===== config.mk =====
export PLATFORM = sky130hd
export DESIGN_NAME = spike_history_recorder
export DESIGN_NICKNAME = d
export VERILOG_FILES = /design/src/rtl/spike_history_recorder.sv
export SDC_FILE = /design/constraint.sdc
export NUM_CORES = 1
export LEC_CHECK = 0
export BUFFER_PORTS_ARGS = -buffer_cell sky130_fd_sc_hd__buf_2
export CAP_MARGIN = 20
export CELL_PAD_IN_SITES_DETAIL_PLACEMENT = 1
export CELL_PAD_IN_SITES_GLOBAL_PLACEMENT = 2
export CORE_MARGIN = 2
export CORE_UTILIZATION = 35
export DETAILED_ROUTE_END_ITERATION = 12
export GPL_ROUTABILITY_DRIVEN = 0
export PLACE_DENSITY = 0.93
export SLEW_MARGIN = 5
export SYNTH_ARGS = -nofsm -noshare
export SYNTH_HDL_FRONTEND = slang
export SYNTH_SLANG_ARGS = --single-unit

===== constraint.sdc =====
create_clock -name clk -period 2.8 [get_ports clk]
set_input_delay 0.56 -clock clk [delete_from_list [all_inputs] [get_ports clk]]
set_output_delay 0.56 -clock clk [all_outputs]
set_load 0.03 [all_outputs]

===== src/rtl/spike_history_recorder.sv =====
// rtl/spike_history_recorder.sv - per-neuron spike history shift registers with learning-sweep handshake
module spike_history_recorder #(
    parameter int NUM_PRE = 16,
    parameter int HIST    = 16
) (
    input  logic                             clk,
    input  logic                             rst,
    input  logic                             tick,
    input  logic [NUM_PRE-1:0]               pre_spike,
    input  logic                             post_spike,
    input  logic                             learn_done,
    output logic [0:NUM_PRE-1][HIST-1:0]     pre_hist,
    output logic [HIST-1:0]                  post_hist,
    output logic                             learn_req,
    output logic [15:0]                      ts_count,
    output logic                             overrun
);

    localparam int CW = NUM_PRE + 1;

    typedef enum logic [1:0] {
        IDLE  = 2'd0,
        SHIFT = 2'd1,
        REQ   = 2'd2
    } state_t;

    state_t        state;
    logic [CW-1:0] cap;
    logic [CW-1:0] pend;
    logic          pv;
    logic [CW-1:0] spikes_in;

    // Captured spike word layout: bit 0 is the post spike, bit i+1 is pre neuron i.
    assign spikes_in = {pre_spike, post_spike};

    // Sequencer: capture on tick, shift once, then hold histories frozen while a sweep runs.
    always_ff @(posedge clk) begin
        if (rst) begin
            state     <= IDLE;
            pre_hist  <= '0;
            post_hist <= '0;
            cap       <= '0;
            pend      <= '0;
            pv        <= 1'b0;
            learn_req <= 1'b0;
            ts_count  <= '0;
            overrun   <= 1'b0;
        end else begin
            case (state)
                IDLE: begin
                    if (tick) begin
                        cap   <= spikes_in;
                        state <= SHIFT;
                    end
                end
                SHIFT: begin
                    for (int i = 0; i < NUM_PRE; i++) begin
                        pre_hist[i] <= {pre_hist[i][HIST-2:0], cap[i+1]};
                    end
                    post_hist <= {post_hist[HIST-2:0], cap[0]};
                    ts_count  <= ts_count + 16'd1;
                    if (|cap) begin
                        state     <= REQ;
                        learn_req <= 1'b1;
                    end else begin
                        state <= IDLE;
                    end
                    if (tick) begin
                        if (!pv) begin
                            pend <= spikes_in;
                            pv   <= 1'b1;
                        end else begin
                            overrun <= 1'b1;
                        end
                    end
                end
                REQ: begin
                    if (learn_done && pv) begin
                        // Drain the buffered timestep; a tick arriving now still sees pv set and is lost.
                        cap       <= pend;
                        pv        <= 1'b0;
                        learn_req <= 1'b0;
                        state     <= SHIFT;
                        if (tick) begin
                            overrun <= 1'b1;
                        end
                    end else if (learn_done && tick) begin
                        // Bypass: the coincident tick goes straight to cap without touching pend.
                        cap       <= spikes_in;
                        learn_req <= 1'b0;
                        state     <= SHIFT;
                    end else if (learn_done) begin
                        learn_req <= 1'b0;
                        state     <= IDLE;
                    end else if (tick) begin
                        if (!pv) begin
                            pend <= spikes_in;
                            pv   <= 1'b1;
                        end else begin
                            overrun <= 1'b1;
                        end
                    end
                end
                default: begin
                    state <= IDLE;
                end
            endcase
        end
    end

endmodule


==> impl_metrics.ini <==
[outcome]
status = finished clean

[global_route]
grt_pass1_wl_mm = 48.58
grtUsageTotal_pct = 16.62
grt-ovfl-total = 0
grt_start_max_net_pins = 120
antenna_found_initial = 3
grt_pass1_vias = 8957

[floorplanning]
row_count = 67
die_w_um = 188.9
fp.dieH_um = 188.9
ios = 311
dieArea_um2 = 35670
floorplan.initialDensity_pct = 35.58
core_area_um2 = 33620

[routing]
drc = 0
drt_first_pass_iters = 4
wl_per_cell_um = 16.25
wl_met2_mm = 14.82
vias = 9024
drtAntennaViolNets = 0
wl_mm = 30.90
met3_length_mm = 1.721
route.layer.met1.wl_mm = 13.52
top_layer = met4
dr.first_iter.drc_count = 291
viasPerCell = 4.747

[clock_network]
clockBufferDepth = 3
hold_buffers = 0
cts_buffers = 38
clkSinkCount = 327
ctsRootBufferMaster = clkbuf_16
clk_pin_slew_ps = 60
cts_tree = done
htreeDepth = 2
ctsResizeCount = 0
postCtsSetupBuffers = 0
clk_latency_ps = 520

[placement]
dpl_worst_slack_ps = 710.3
portBuffers = 310
dp_hpwl_mm = 20.97
dpl_cell_area_um2 = 13900
dp.cells = 1830

[job]
maxCapViolCount = 0

[final_layout]
fin_cells = 1901
stdcell_area_um2 = 15140
drive_gt1_share_pct = 27.03
fin_nets = 1448
final_core_util_pct = 45.05
syn_to_final_growth_pct = 26.60

[timing]
hold_viol_final = 0
timing.final.crit_share_pct = 76.21
post-route-min-period_ps = 2134
setup_ws_ps = 666.2
fmax_ghz = 0.4687
max_slew_margin_pct = 51.09
timing.hold.ws_ps = 300.7
setup-violations-final = 0
skew_ps = 23.84
rsz0062_at_grt = no
setup-tns-final_ps = 0
worstMarginPinSlew_ps = 733.6
slew_violations = 0

[pwr]
powerDensity_nw_per_um2 = 813.4
ir_drop_v = 0.0004642
p_total_mw = 12.32
leakage_nw = 6.929

[yosys]
ys_warn_count = 0
syn_inst = 1137
yosysUniqueCellTypes = 40
ys_seq_elements = 327
synth_area_um2 = 11960
synthFlopType = dfxtp_1
syn_area_per_cell_um2 = 10.52
synth-edff-count = 0
syn_nets = 1163
yosysSeqAreaShare_pct = 54.73
async_flop_share_pct = 0

[worst_hold_path]
hp-class = in2reg

[critical_path]
crit_arrival_ps = 2490
critPathMaxFanout = 18
critPathKind = reg2reg
endpoint_kind = register
cp.required_ps = 3160
startpoint_type = register
final timing paths:
check / start / endpoint / slack, ps / cells past startpoint
setup / recovery: state[0] / cap[4] / 670 / 6
hold / removal: rst / pre_hist[65] / 300 / 2
hold reg to reg: overrun / overrun / 450 / 2
setup reg to reg: state[0] / cap[4] / 670 / 6
critical path, cell delays in order (launching register included):
cell and delay (ps):
dfxtp_1 420, inv_1 90, ha_1 330, nor3_4 190, buf_4 240, or2_1 530
a211oi_1 160
routing by layer:
metal	vias to the layer above	track usage, %
met2	211	28.28
met4	0	5.889
met3	48	3.874
met5	-	0
met1	4358	20.61
li1	4407	-
cell families after synthesis:
| logic type | count (synthesis) | share of synthesized area, % |
|---|---|---|
| buffers and inverters | 86 | 3.295 |
| and+or+nand+nor | 364 | 12.69 |
| muxes | 310 | 25.96 |
| DFF | 327 | 54.73 |
| adders and majority gates | 5 | 0.5230 |
| xor gates and xnor gates | 10 | 0.7322 |
| AOI/OAI and AO/OA | 35 | 2.071 |
flip-flops by register name, summed over array words and instances, names as in the netlist:
register and flops:
pre_hist 256, cap 17, pend 17, post_hist 16
ts_count 16, state 2, learn_req 1, overrun 1
pv 1
cell usage in the layout, fill, tap and decap left out, types with 2 or more instances in the layout:
| cell type | netlist | layout |
|---|---|---|
| or3_1 | 3 | 3 |
| xnor2_1 | 4 | 4 |
| nand2_1 | 7 | 7 |
| inv_1 | 6 | 6 |
| o211ai_1 | 4 | 4 |
| a211oi_1 | 17 | 17 |
| nor3_1 | 19 | 19 |
| clkbuf_8 | 0 | 8 |
| dfxtp_1 | 327 | 327 |
| clkbuf_16 | 0 | 38 |
| inv_2 | 2 | 2 |
| mux2_1 | 2 | 2 |
| ha_1 | 5 | 4 |
| clkbuf_1 | 28 | 7 |
| nand2b_1 | 4 | 4 |
| clkinv_2 | 0 | 10 |
| diode_2 | 0 | 3 |
| buf_2 | 36 | 309 |
| nor2_1 | 306 | 306 |
| a31o_1 | 2 | 2 |
| nand4_1 | 4 | 4 |
| inv_6 | 0 | 2 |
| mux2i_1 | 308 | 308 |
| a21oi_1 | 7 | 7 |
| and3_1 | 2 | 2 |
| buf_4 | 3 | 7 |
| xor2_1 | 6 | 6 |
| nor4_1 | 3 | 3 |
| bufinv_16 | 0 | 2 |
| buf_12 | 0 | 6 |
| nor2b_1 | 3 | 3 |
| nand3_1 | 5 | 5 |
power breakdown:
part / leakage (nW) / internal (mW) / switching (mW) / total, mW
sequential: 2.64 / 4.84 / 0.184 / 5.03
clock: 0.617 / 2.90 / 1.91 / 4.82
combinational: 3.67 / 1.06 / 1.41 / 2.47
total: 6.93 / 8.81 / 3.51 / 12.3
synthesized netlist by cell type, drive strengths merged, types with 6 or more instances:
master,n,area (um2)
nor3,20,111.4
a211oi,17,127.6
clkbuf,28,105.1
xor2,6,52.55
nor2,306,1149
mux2i,308,3083
dfxtp,327,6546
buf,50,259.0
inv,8,30.03
a21oi,8,43.79
nand2,7,26.28
cell type report:
class,count,area (um2)
Sequential cell,327,6546
Fill cell,3786,18470
Timing Repair Buffer,323,1734
Multi-Input combinational cell,724,5034
Clock buffer,53,1087
Inverter,8,30.03
Antenna cell,3,7.507
Tap cell,448,560.5
Clock inverter,15,143.9
No activity file was read; power rests on OpenSTA's default activity.
